==> src/rtl/fifo_pkg.sv <==
// Shared async-FIFO definitions: default geometry and Gray/binary pointer conversion.
// The functions work on a 32-bit zero-extended value. Zero high bits do not change
// the result of either conversion, so callers of any width up to 32 cast in and out.
package fifo_pkg;

  localparam int unsigned FIFO_ADDRW  = 5;
  localparam int unsigned FIFO_DEPTH  = 32'd1 << FIFO_ADDRW;
  localparam int unsigned CODE_MAX_W  = 32;

  // Binary to reflected Gray code.
  function automatic logic [CODE_MAX_W-1:0] bin2gray(input logic [CODE_MAX_W-1:0] bin);
    return bin ^ (bin >> 1);
  endfunction

  // Gray to binary: each output bit is the XOR of all Gray bits at or above it.
  function automatic logic [CODE_MAX_W-1:0] gray2bin(input logic [CODE_MAX_W-1:0] gray);
    logic [CODE_MAX_W-1:0] bin;
    bin = gray;
    for (int unsigned i = 1; i < CODE_MAX_W; i++) begin
      bin = bin ^ (gray >> i);
    end
    return bin;
  endfunction

endpackage : fifo_pkg

==> src/rtl/sync_2ff.sv <==
// Two-flop synchronizer for a multi-bit Gray-coded bus.
// Ports:
//   clk  - destination-domain clock
//   rst  - synchronous active-high reset, clears both stages to 0
//   d    - asynchronous input bus
//   q    - synchronized output (second stage)
module sync_2ff #(
  parameter int unsigned WIDTH = 1
) (
  input  logic             clk,
  input  logic             rst,
  input  logic [WIDTH-1:0] d,
  output logic [WIDTH-1:0] q
);

  logic [WIDTH-1:0] stage1_d, stage1_q;
  logic [WIDTH-1:0] stage2_d, stage2_q;

  // Next-state of the chain: each stage takes the one before it.
  always_comb begin
    stage1_d = d;
    stage2_d = stage1_q;
  end

  always_ff @(posedge clk) begin
    if (rst) begin
      stage1_q <= '0;
      stage2_q <= '0;
    end else begin
      stage1_q <= stage1_d;
      stage2_q <= stage2_d;
    end
  end

  assign q = stage2_q;

endmodule : sync_2ff

==> src/rtl/fifo_rd_ctrl.sv <==
// Read-side controller of the async FIFO. Synchronizes the write Gray pointer,
// keeps binary and Gray read pointers, derives empty/level, and presents data
// through a one-entry show-ahead output register with valid/ready.
// Ports:
//   rclk            - read-domain clock
//   rst             - synchronous active-high reset
//   wptr_gray_async - write pointer (Gray) from the write domain, unsynchronized
//   r_addr_ram      - RAM read address (low bits of the binary read pointer)
//   ram_dout        - RAM read data, combinational from r_addr_ram
//   rptr_gray       - registered Gray read pointer, returned to the write domain
//   rd_valid        - rd_data holds a valid word
//   rd_ready        - consumer accepts the word this cycle
//   rd_data         - output word
//   ram_empty       - no unread words left in RAM (output register excluded)
//   rd_level        - words in RAM as seen from the read domain, 0..DEPTH
module fifo_rd_ctrl
  import fifo_pkg::*;
#(
  parameter int unsigned DEPTH    = FIFO_DEPTH,
  parameter int unsigned RD_DW    = 8,
  parameter int unsigned RD_ADDRW = FIFO_ADDRW
) (
  input  logic                rclk,
  input  logic                rst,
  input  logic [RD_ADDRW:0]   wptr_gray_async,
  output logic [RD_ADDRW-1:0] r_addr_ram,
  input  logic [RD_DW-1:0]    ram_dout,
  output logic [RD_ADDRW:0]   rptr_gray,
  output logic                rd_valid,
  input  logic                rd_ready,
  output logic [RD_DW-1:0]    rd_data,
  output logic                ram_empty,
  output logic [RD_ADDRW:0]   rd_level
);

  localparam int unsigned PTR_W = RD_ADDRW + 1;

  // Geometry guard: the extra pointer bit only separates laps if DEPTH is a full power of two.
  if (DEPTH != (32'd1 << RD_ADDRW)) begin : g_depth_chk
    $error("fifo_rd_ctrl: DEPTH must equal 2**RD_ADDRW");
  end

  logic [PTR_W-1:0] wq2;
  logic [PTR_W-1:0] wbin_s;
  logic [PTR_W-1:0] rptr_bin_inc;
  logic             load;

  logic [PTR_W-1:0] rptr_bin_d,  rptr_bin_q;
  logic [PTR_W-1:0] rptr_gray_d, rptr_gray_q;
  logic             rd_valid_d,  rd_valid_q;
  logic [RD_DW-1:0] rd_data_d,   rd_data_q;

  // Write pointer brought into the read domain.
  sync_2ff #(
    .WIDTH (PTR_W)
  ) u_wptr_sync (
    .clk (rclk),
    .rst (rst),
    .d   (wptr_gray_async),
    .q   (wq2)
  );

  // Occupancy as seen here; modulo arithmetic on the lap bit hides pointer wrap.
  always_comb begin
    wbin_s    = PTR_W'(gray2bin(CODE_MAX_W'(wq2)));
    rd_level  = wbin_s - rptr_bin_q;
    ram_empty = (wq2 == rptr_gray_q);
  end

  // Output register refills whenever it is free or being drained this cycle.
  always_comb begin
    rptr_bin_inc = rptr_bin_q + PTR_W'(1);
    load         = !ram_empty && (!rd_valid_q || rd_ready);

    rptr_bin_d  = rptr_bin_q;
    rptr_gray_d = rptr_gray_q;
    rd_valid_d  = rd_valid_q;
    rd_data_d   = rd_data_q;

    if (load) begin
      rd_data_d   = ram_dout;
      rd_valid_d  = 1'b1;
      rptr_bin_d  = rptr_bin_inc;
      rptr_gray_d = PTR_W'(bin2gray(CODE_MAX_W'(rptr_bin_inc)));
    end else if (rd_valid_q && rd_ready) begin
      rd_valid_d = 1'b0;
    end
  end

  always_ff @(posedge rclk) begin
    if (rst) begin
      rptr_bin_q  <= '0;
      rptr_gray_q <= '0;
      rd_valid_q  <= 1'b0;
      rd_data_q   <= '0;
    end else begin
      rptr_bin_q  <= rptr_bin_d;
      rptr_gray_q <= rptr_gray_d;
      rd_valid_q  <= rd_valid_d;
      rd_data_q   <= rd_data_d;
    end
  end

  assign r_addr_ram = rptr_bin_q[RD_ADDRW-1:0];
  assign rptr_gray  = rptr_gray_q;
  assign rd_valid   = rd_valid_q;
  assign rd_data    = rd_data_q;

endmodule : fifo_rd_ctrl
==> config.mk <==
export PLATFORM = sky130hd
export DESIGN_NAME = fifo_rd_ctrl
export DESIGN_NICKNAME = d
export VERILOG_FILES = /design/src/rtl/fifo_pkg.sv /design/src/rtl/sync_2ff.sv /design/src/rtl/fifo_rd_ctrl.sv
export SDC_FILE = /design/constraint.sdc
export NUM_CORES = 1
export LEC_CHECK = 0
export BUFFER_PORTS_ARGS = -buffer_cell sky130_fd_sc_hd__clkbuf_2
export CAP_MARGIN = 20
export CORE_UTILIZATION = 46
export DETAILED_ROUTE_END_ITERATION = 12
export PLACE_DENSITY = 0.75
export SLEW_MARGIN = 20
export SYNTH_ARGS = -nofsm -noshare
export SYNTH_HDL_FRONTEND = slang
export SYNTH_SLANG_ARGS = --single-unit
==> constraint.sdc <==
create_clock -name rclk -period 3.1 [get_ports rclk]
set_input_delay 0.62 -clock rclk [delete_from_list [all_inputs] [get_ports rclk]]
set_output_delay 0.62 -clock rclk [all_outputs]
set_load 0.005 [all_outputs]
* After elaboration in Yosys (flattened, before gate mapping) *
Index checks and enable logic that the tools add are counted.

cells by class
  add/sub/neg operators = 2
  equality and inequality tests = 1
  muxes and demuxes = 2
  bitwise logic cells = 6
  reduce and logical (&&, ||, !) cells = 6

operator list
  operator             count
  $xor 6x5->6          2
  $add 6x1->6 const B  1
  $eq 6x6->1           1
  $sub 6x6->6          1
  $xor 6x1->6          1
  $xor 6x2->6          1
  $xor 6x3->6          1
  $xor 6x4->6          1
  $logic_and 1x1->1    2
  $logic_not 1->1      2
  $mux 1               2
  $reduce_bool 2->1    1
  $logic_or 1x1->1     1

storage, ports and cells
  register bits after elaboration = 33
  input bits = 17
  output and inout bits = 27

* Logic depth before layout (Yosys ltp) *
Gate-level depths: netlist of the first run.

  word-level depth = 6
  mapped depth = 12
  depth with buffers taken out = 12

* By module *
A second synthesis of the first run with hierarchy kept.

second synthesis, totals
  cell total of the unflattened synthesis = 164
  area, all modules = 1600.3 um^2

by module, submodules not included
  module        times used  cells each  area an instance (um^2)  sequential area each (um^2)
  fifo_rd_ctrl  1           139         1233.7                   400.4
  sync_2ff      1           25          366.6                    240.2

* Worst setup path after synthesis of the first run *
No wires, ideal clock.

  path kind = flip-flop to output port
  start = register u_wptr_sync.stage2_q[4] (netlist: u_wptr_sync.q[4])
  end = output rd_level[4]
  arrival = 2.373 ns
  data required time = 2.480 ns
  setup slack = 0.107 ns
  cell stages (with the launch flop) = 13
  path buffers = 0
  cell sequence = dfxtp_1 -> xor2_1 -> xnor2_1 -> xnor2_1 -> xor2_1 -> xnor2_1 -> ha_1 -> inv_1 -> fa_1 -> nand2_1 -> nand2_1 -> a21oi_1 -> xnor2_1

between the ends
  longest elaborated chain between the ends = 6

ends and longest elaborated chain
  what                    line                source
  start, declared         sync_2ff.sv:17      logic [WIDTH-1:0] stage2_d, stage2_q;
  start signal, assigned  sync_2ff.sv:31      stage2_q <= stage2_d;
  $xor 6x5->6             fifo_pkg.sv:20      bin = bin ^ (gray >> i);
  $xor 6x4->6             fifo_pkg.sv:20
  $xor 6x3->6             fifo_pkg.sv:20
  $xor 6x2->6 (*)         fifo_pkg.sv:20
  $xor 6x1->6 (*)         fifo_pkg.sv:20
  $sub 6x6->6 (*)         fifo_rd_ctrl.sv:66  rd_level = wbin_s - rptr_bin_q;
  end, declared           fifo_rd_ctrl.sv:33  output logic [RD_ADDRW:0] rd_level

Every way passes the cells marked *; elsewhere a longest branch is shown, timed or not.

* Worst setup path in the final report of the first run *
  start = register u_wptr_sync.stage2_q[4] (netlist: u_wptr_sync.q[4])
  end = output rd_level[5]

The elaborated chain is that of the path after synthesis.

==> flow_summary.json, run 1 <==
{
  "maxSlewHeadroom": 0.575,
  "p_total_mw": 1.51,
  "wl_per_cell_um": 12.9,
  "synth_area_um2": 1510,
  "cellPowerDensity_nw_per_um2": 750,
  "leakage_nw": 0.973,
  "drive_above_1_share": 0.375,
  "path_class": "reg -> out",
  "critical_path_buf_inv_count": 3,
  "synth_ff_type": "dfxtp_1",
  "failed_checks": "setup timing",
  "outcome": "complete, but fails checks",
  "synth.most_common_cell": "dfxtp_1",
  "clk_latency_ns": 0.34,
  "hold_viol": 0,
  "diodes": 0,
  "fmax_mhz": 294,
  "cp_slowest_cell": "dfxtp_4",
  "slowest_delay_ns": 0.37,
  "synth_fa_ha_area_frac": 0.0630,
  "clock_sinks": 32,
  "route.detailed.drc": 0,
  "clockBufferDepth": 2,
  "synth_edf_count": 0,
  "holdWs_ns": 0.428,
  "cts_tree": "yes",
  "synth.distinct_cells": 32,
  "grt_setup_unrepaired": "true",
  "vias_per_cell": 5.03,
  "crit_path_end_kind": "primary output",
  "critPathArrivalTime_ns": 2.78,
  "slew_viol_final": 0,
  "io_pins": 44,
  "yosys_warnings": 0,
  "portBuffers": 43,
  "worstPathRequired_ns": 2.48,
  "worst_slack_ns": -0.298,
  "min_period_over_period": 1.10,
  "avgSynthCellArea_um2": 9.61,
  "multi_input_area_um2": 881,
  "cts_inserted_buffers": 5,
  "place.gp.congestion": 0.808,
  "finalSetupViolCount": 5,
  "ff_latch_area_um2": 646,
  "nets": 240,
  "crit_chain": "xor2_4 > xnor2_2 > xnor2_2 > xor2_2 > buf_4 > buf_6 > ha_4 > nor2b_4 > o21ai_2 > a21boi_2 > nor4_1 > a311o_1 > clkbuf_2",
  "fin_crit_ns": 3.40,
  "clkTransAtPathRegs_ns": 0.10,
  "tightest_slew_ns": 0.638,
  "synth_xor_area_frac": 0.133,
  "ctsHtreeMaxLevel": 2,
  "drtIter0Drc": 101,
  "ys_ff_latch": 32,
  "dieArea_um2": 3510,
  "dp_hpwl_mm": 2.19,
  "syn_inst": 157,
  "synthToLayoutAreaGrowth_pct": 33.6,
  "hold_class": "reg -> reg",
  "drv_cap": 0,
  "post-route-util": 0.655,
  "synth_largest_area_cell": "dfxtp_1",
  "synth.area.top_cells": "dfxtp_1 42%, xnor2_1 8.1%, mux2i_1 8.0%",
  "num_rows": 20,
  "wirelength_mm": 3.35,
  "core_um2": 3080,
  "seq_area_frac_synth": 0.425,
  "grt-ovfl-total": 0,
  "vias": 1307,
  "die_h_um": 59.3,
  "grt_max_degree": 34,
  "ant_nets": 0,
  "die_width_um": 59.3,
  "hold_buffers": 0,
  "cp-start-kind": "register",
  "muxShareOfSynthArea": 0.0871,
  "initial_utilization": 0.490,
  "grt_usage": 0.205,
  "synth-compound-area-share": 0.0862,
  "async_flop_share": 0,
  "synth_top_area_share": 0.425,
  "ys_top_cells_by_count": "32 x dfxtp_1, 19 x nor2_1, 14 x nor2b_1, 14 x xnor2_1, 12 x mux2i_1",
  "clock-root-buffer": "clkbuf_4",
  "synthSimpleGateAreaFrac": 0.163,
  "n_fill_cell": 250,
  "place_area_um2": 1800,
  "cp_max_fo": 3,
  "antenna_found_initial": 0,
  "design_area_um2": 2020,
  "critPathMostFrequentCell": "xnor2_2",
  "peakVddDrop_mv": 0.390,
  "firstDrtPassIters": 4,
  "critPathTopFamily": "XOR/XNOR gates",
  "synth_top_family_by_area": "simple AND/OR/NAND/NOR gates",
  "grt_pass1_wl_mm": 5.26,
  "finClkSkew_ns": 0.0136,
  "fin_setup_tns_ns": -0.894,
  "grt_pass1_vias": 1310,
  "syn-num-nets": 181
}
placed cells by master, fill, tap and decap left out, types with 2 or more instances in the layout:
cell type / synthesis / layout
a211oi_1: 3 / 3
a21o_1: 2 / 2
a21oi_1: 5 / 4
and3_1: 2 / 2
buf_2: 1 / 3
buf_4: 0 / 15
clkbuf_2: 0 / 40
clkbuf_4: 0 / 5
clkbuf_8: 0 / 2
dfxtp_1: 32 / 30
ha_1: 6 / 4
inv_1: 8 / 7
mux2i_1: 12 / 12
nand2_1: 3 / 3
nand3_1: 3 / 3
nand4_1: 2 / 2
nor2_1: 19 / 19
nor2b_1: 14 / 13
xnor2_1: 14 / 12
xnor2_2: 0 / 2
xor2_1: 9 / 7
worst paths after layout:
path | start | end | slack [ns] | depth (start not counted)
max | u_wptr_sync.q[4] | rd_level[5] | -0.30 | 13
min | u_wptr_sync.stage1_q[2] | u_wptr_sync.q[2] | 0.43 | 1
max reg2reg | u_wptr_sync.q[5] | rptr_bin_q[4] | 0.73 | 7
min reg2reg | u_wptr_sync.stage1_q[2] | u_wptr_sync.q[2] | 0.43 | 1
flip-flops by register name (all words and copies together), names as in the netlist:
signal and count:
u_wptr_sync.stage1_q 6, u_wptr_sync.q 6, rptr_bin_q 5, rptr_gray 6, rd_valid 1, rd_data 8
per-stage QoR:
| stage | instances | setup WS, ns |
|---|---|---|
| global placement | 244 | 0.0206 |
| detailed placement | 244 | -0.127 |
| global route | 260 | -0.435 |
| CTS | 255 | -0.340 |
| finish | 260 | -0.298 |
| floorplan | 157 | 0.107 |
metal layers:
| metal | vias to the layer above | track usage | routed length, um |
|---|---|---|---|
| met3 | 8 | 0.0655 | 128 |
| met2 | 32 | 0.364 | 1740 |
| met5 | - | 0 | 0 |
| met4 | 0 | 0.102 | 66 |
| li1 | 641 | - | - |
| met1 | 626 | 0.217 | 1420 |
layout make-up:
type                            instances  share of cell area
Multi-Input combinational cell        110               0.437
Sequential cell                        32               0.320
Timing Repair Buffer                   59               0.168
Clock buffer                            7              0.0323
Tap cell                               44              0.0273
Inverter                                8              0.0149
cell families (layout without fill, tap and decap cells):
logic type | count (synthesis) | count (layout)
AO/OA/AOI/OAI | 19 | 19
adder cells (fa/ha/maj) | 7 | 7
XOR/XNOR | 23 | 23
multiplexers | 13 | 13
buffers and inverters | 15 | 74
flip-flops | 32 | 32
AND/OR/NAND/NOR | 48 | 48
power by group:
part           leakage (nW)  internal (mW)  total (mW)  switching [mW]
sequential            0.265          0.477       0.539          0.0617
combinational         0.671          0.371       0.707           0.336
clock                0.0374          0.128       0.267           0.138
repair_timing:
| action | CTS | global route |
|---|---|---|
| pin swaps | 7 | 7 |
| setup buffers | 4 | 5 |
| setup endpoints to repair | 5 | 5 |
| resized for setup | 10 | 13 |
No activity file was read; power rests on OpenSTA's default activity.
==> run 2: changes to the inputs <==
==> constraint.sdc (replaced) <==
create_clock -name rclk -period 3.1 [get_ports rclk]
set_input_delay 0.62 -clock rclk [delete_from_list [all_inputs] [get_ports rclk]]
set_output_delay 0.62 -clock rclk [all_outputs]
set_load 0.01 [all_outputs]
==> run 2 against run 1 <==
Effect of this change:
- the run still ends with setup timing left
- sequential share of layout area is 0.24 points higher
- critical path depth stayed put
- worst hold slack better by 0.0019 ns
- flip-flop and latch count stayed put
- utilization is 0.49 points lower
- wire length is 3.3% lower
- cell area is 0.74% lower
- first-iteration DRC count is 52% lower
- global-route usage is 0.99 points higher
- largest cell class unchanged
==> flow_summary.json, run 2 (synthesized netlist as in run 1, its figures left out) <==
{
  "outcome": "complete, but fails checks",
  "failed_checks": "setup timing",
  "clock_sinks": 32,
  "place_inst": 245,
  "ff2ff_path_depth": 7,
  "hold_viol": 0,
  "dp_slack_ns": -0.199,
  "cp_max_fo": 3,
  "min_period_over_period": 1.11,
  "grt_setup_unrepaired": "true",
  "place_area_um2": 1800,
  "place.gp.congestion": 0.789,
  "clockBufferDepth": 2,
  "maxSlewHeadroom": 0.579,
  "io_pins": 44,
  "die_h_um": 59.3,
  "grt-ovfl-total": 0,
  "drv_cap": 0,
  "fin_crit_ns": 3.44,
  "synthToLayoutAreaGrowth_pct": 32.6,
  "layout_commonest_cell": "clkbuf_2",
  "slew_viol_final": 0,
  "ctsHtreeMaxLevel": 2,
  "dp_hpwl_mm": 2.23,
  "hold_class": "reg -> reg",
  "route.detailed.drc": 0,
  "cts_tree": "yes",
  "drtIter0Drc": 48,
  "grt_usage": 0.215,
  "cts_inserted_buffers": 5,
  "critPathLaunch": "u_wptr_sync.q[4]",
  "timing.rr.start": "u_wptr_sync.q[5]",
  "initial_utilization": 0.490,
  "path_class": "reg -> out",
  "wirelength_mm": 3.24,
  "peakVddDrop_mv": 0.488,
  "critPathArrivalTime_ns": 2.82,
  "wl_per_cell_um": 12.6,
  "leakage_nw": 0.957,
  "fin_cells": 258,
  "tightest_slew_ns": 0.631,
  "die_width_um": 59.3,
  "clock-root-buffer": "clkbuf_4",
  "cellPowerDensity_nw_per_um2": 800,
  "finClkSkew_ns": 0.0180,
  "vias": 1285,
  "core_um2": 3080,
  "clk_latency_ns": 0.34,
  "mostFrequentLayoutCells": "39 x clkbuf_2, 30 x dfxtp_1, 19 x nor2_1",
  "worst_slack_ns": -0.338,
  "holdWs_ns": 0.430,
  "largest_reg_flops": 8,
  "design_area_um2": 2000,
  "worstPathRequired_ns": 2.48,
  "finalSetupViolCount": 5,
  "antenna_found_initial": 0,
  "num_rows": 20,
  "dieArea_um2": 3510,
  "drive_above_1_share": 0.364,
  "diodes": 0,
  "firstDrtPassIters": 4,
  "nets": 237,
  "ant_nets": 0,
  "holdPathStages": 1,
  "fmax_mhz": 291,
  "grt_pass1_vias": 1309,
  "grt_max_degree": 34,
  "hold_buffers": 0,
  "portBuffers": 43,
  "crit_path_end_kind": "primary output",
  "grt_pass1_wl_mm": 5.61,
  "cp-start-kind": "register",
  "worstHoldStart": "u_wptr_sync.stage1_q[4]",
  "vias_per_cell": 4.98,
  "clkTransAtPathRegs_ns": 0.12
}
-- run 2: per-stage QoR --
| stage | util | setup TNS, ns | power [mW] |
|---|---|---|---|
| after floorplan | - | 0 | 1.01 |
| after global placement | 0.586 | 0 | 1.18 |
| after detailed placement | 0.586 | -0.331 | 1.21 |
| after CTS | 0.628 | -1.01 | 1.55 |
| after global routing | 0.650 | -1.68 | 1.72 |
| final | 0.650 | -0.975 | 1.60 |
-- run 2: power breakdown --
group / leakage (nW) / total (mW) / internal (mW) / switching, mW
Combinational: 0.651 / 0.743 / 0.368 / 0.375
Clock: 0.0412 / 0.319 / 0.168 / 0.151
Sequential: 0.265 / 0.539 / 0.477 / 0.0616
-- run 2: area by class of cell --
cell class / instances / area, um2
Multi-Input combinational cell: 110 / 867
Clock inverter: 3 / 42.5
Sequential cell: 32 / 646
Timing Repair Buffer: 56 / 323
Tap cell: 44 / 55.1
Clock buffer: 5 / 37.5
Inverter: 8 / 30.0
Fill cell: 236 / 1080
-- run 2: timing repair --
item	in CTS	in global routing
setup endpoints to repair	5	5
endpoints found under the hold margin	0	0
buffers inserted	1	4
resized for setup	12	11
pin swaps	8	4
-- run 2: worst max-delay path: stages (launching register included) --
cell and delay, ns:
dfxtp_2 0.41, xor2_4 0.19, xnor2_2 0.16, xnor2_2 0.17
xor2_2 0.22, xnor2_1 0.16, ha_2 0.22, inv_2 0.04
fa_2 0.34, nand2_1 0.09, nand2_1 0.07, a21oi_2 0.13
xnor2_1 0.12, buf_2 0.15
-- run 2: final timing paths --
kind                            slack (ns)          endpoint
worst min-delay path                  0.43  u_wptr_sync.q[4]
worst max register to register        0.74     rptr_bin_q[3]
worst min register to register        0.43  u_wptr_sync.q[4]
worst max-delay path                 -0.34       rd_level[4]
-- run 2: metal layers --
metal / wire length [um] / global-route usage / part of all wire / vias to the layer above
met1: 1370 / 0.247 / 0.42 / 605
met4: 101 / 0.119 / 0.031 / 0
met3: 146 / 0.0568 / 0.045 / 9
li1: - / - / - / 633
met5: 0 / 0 / 0 / -
met2: 1620 / 0.363 / 0.50 / 38
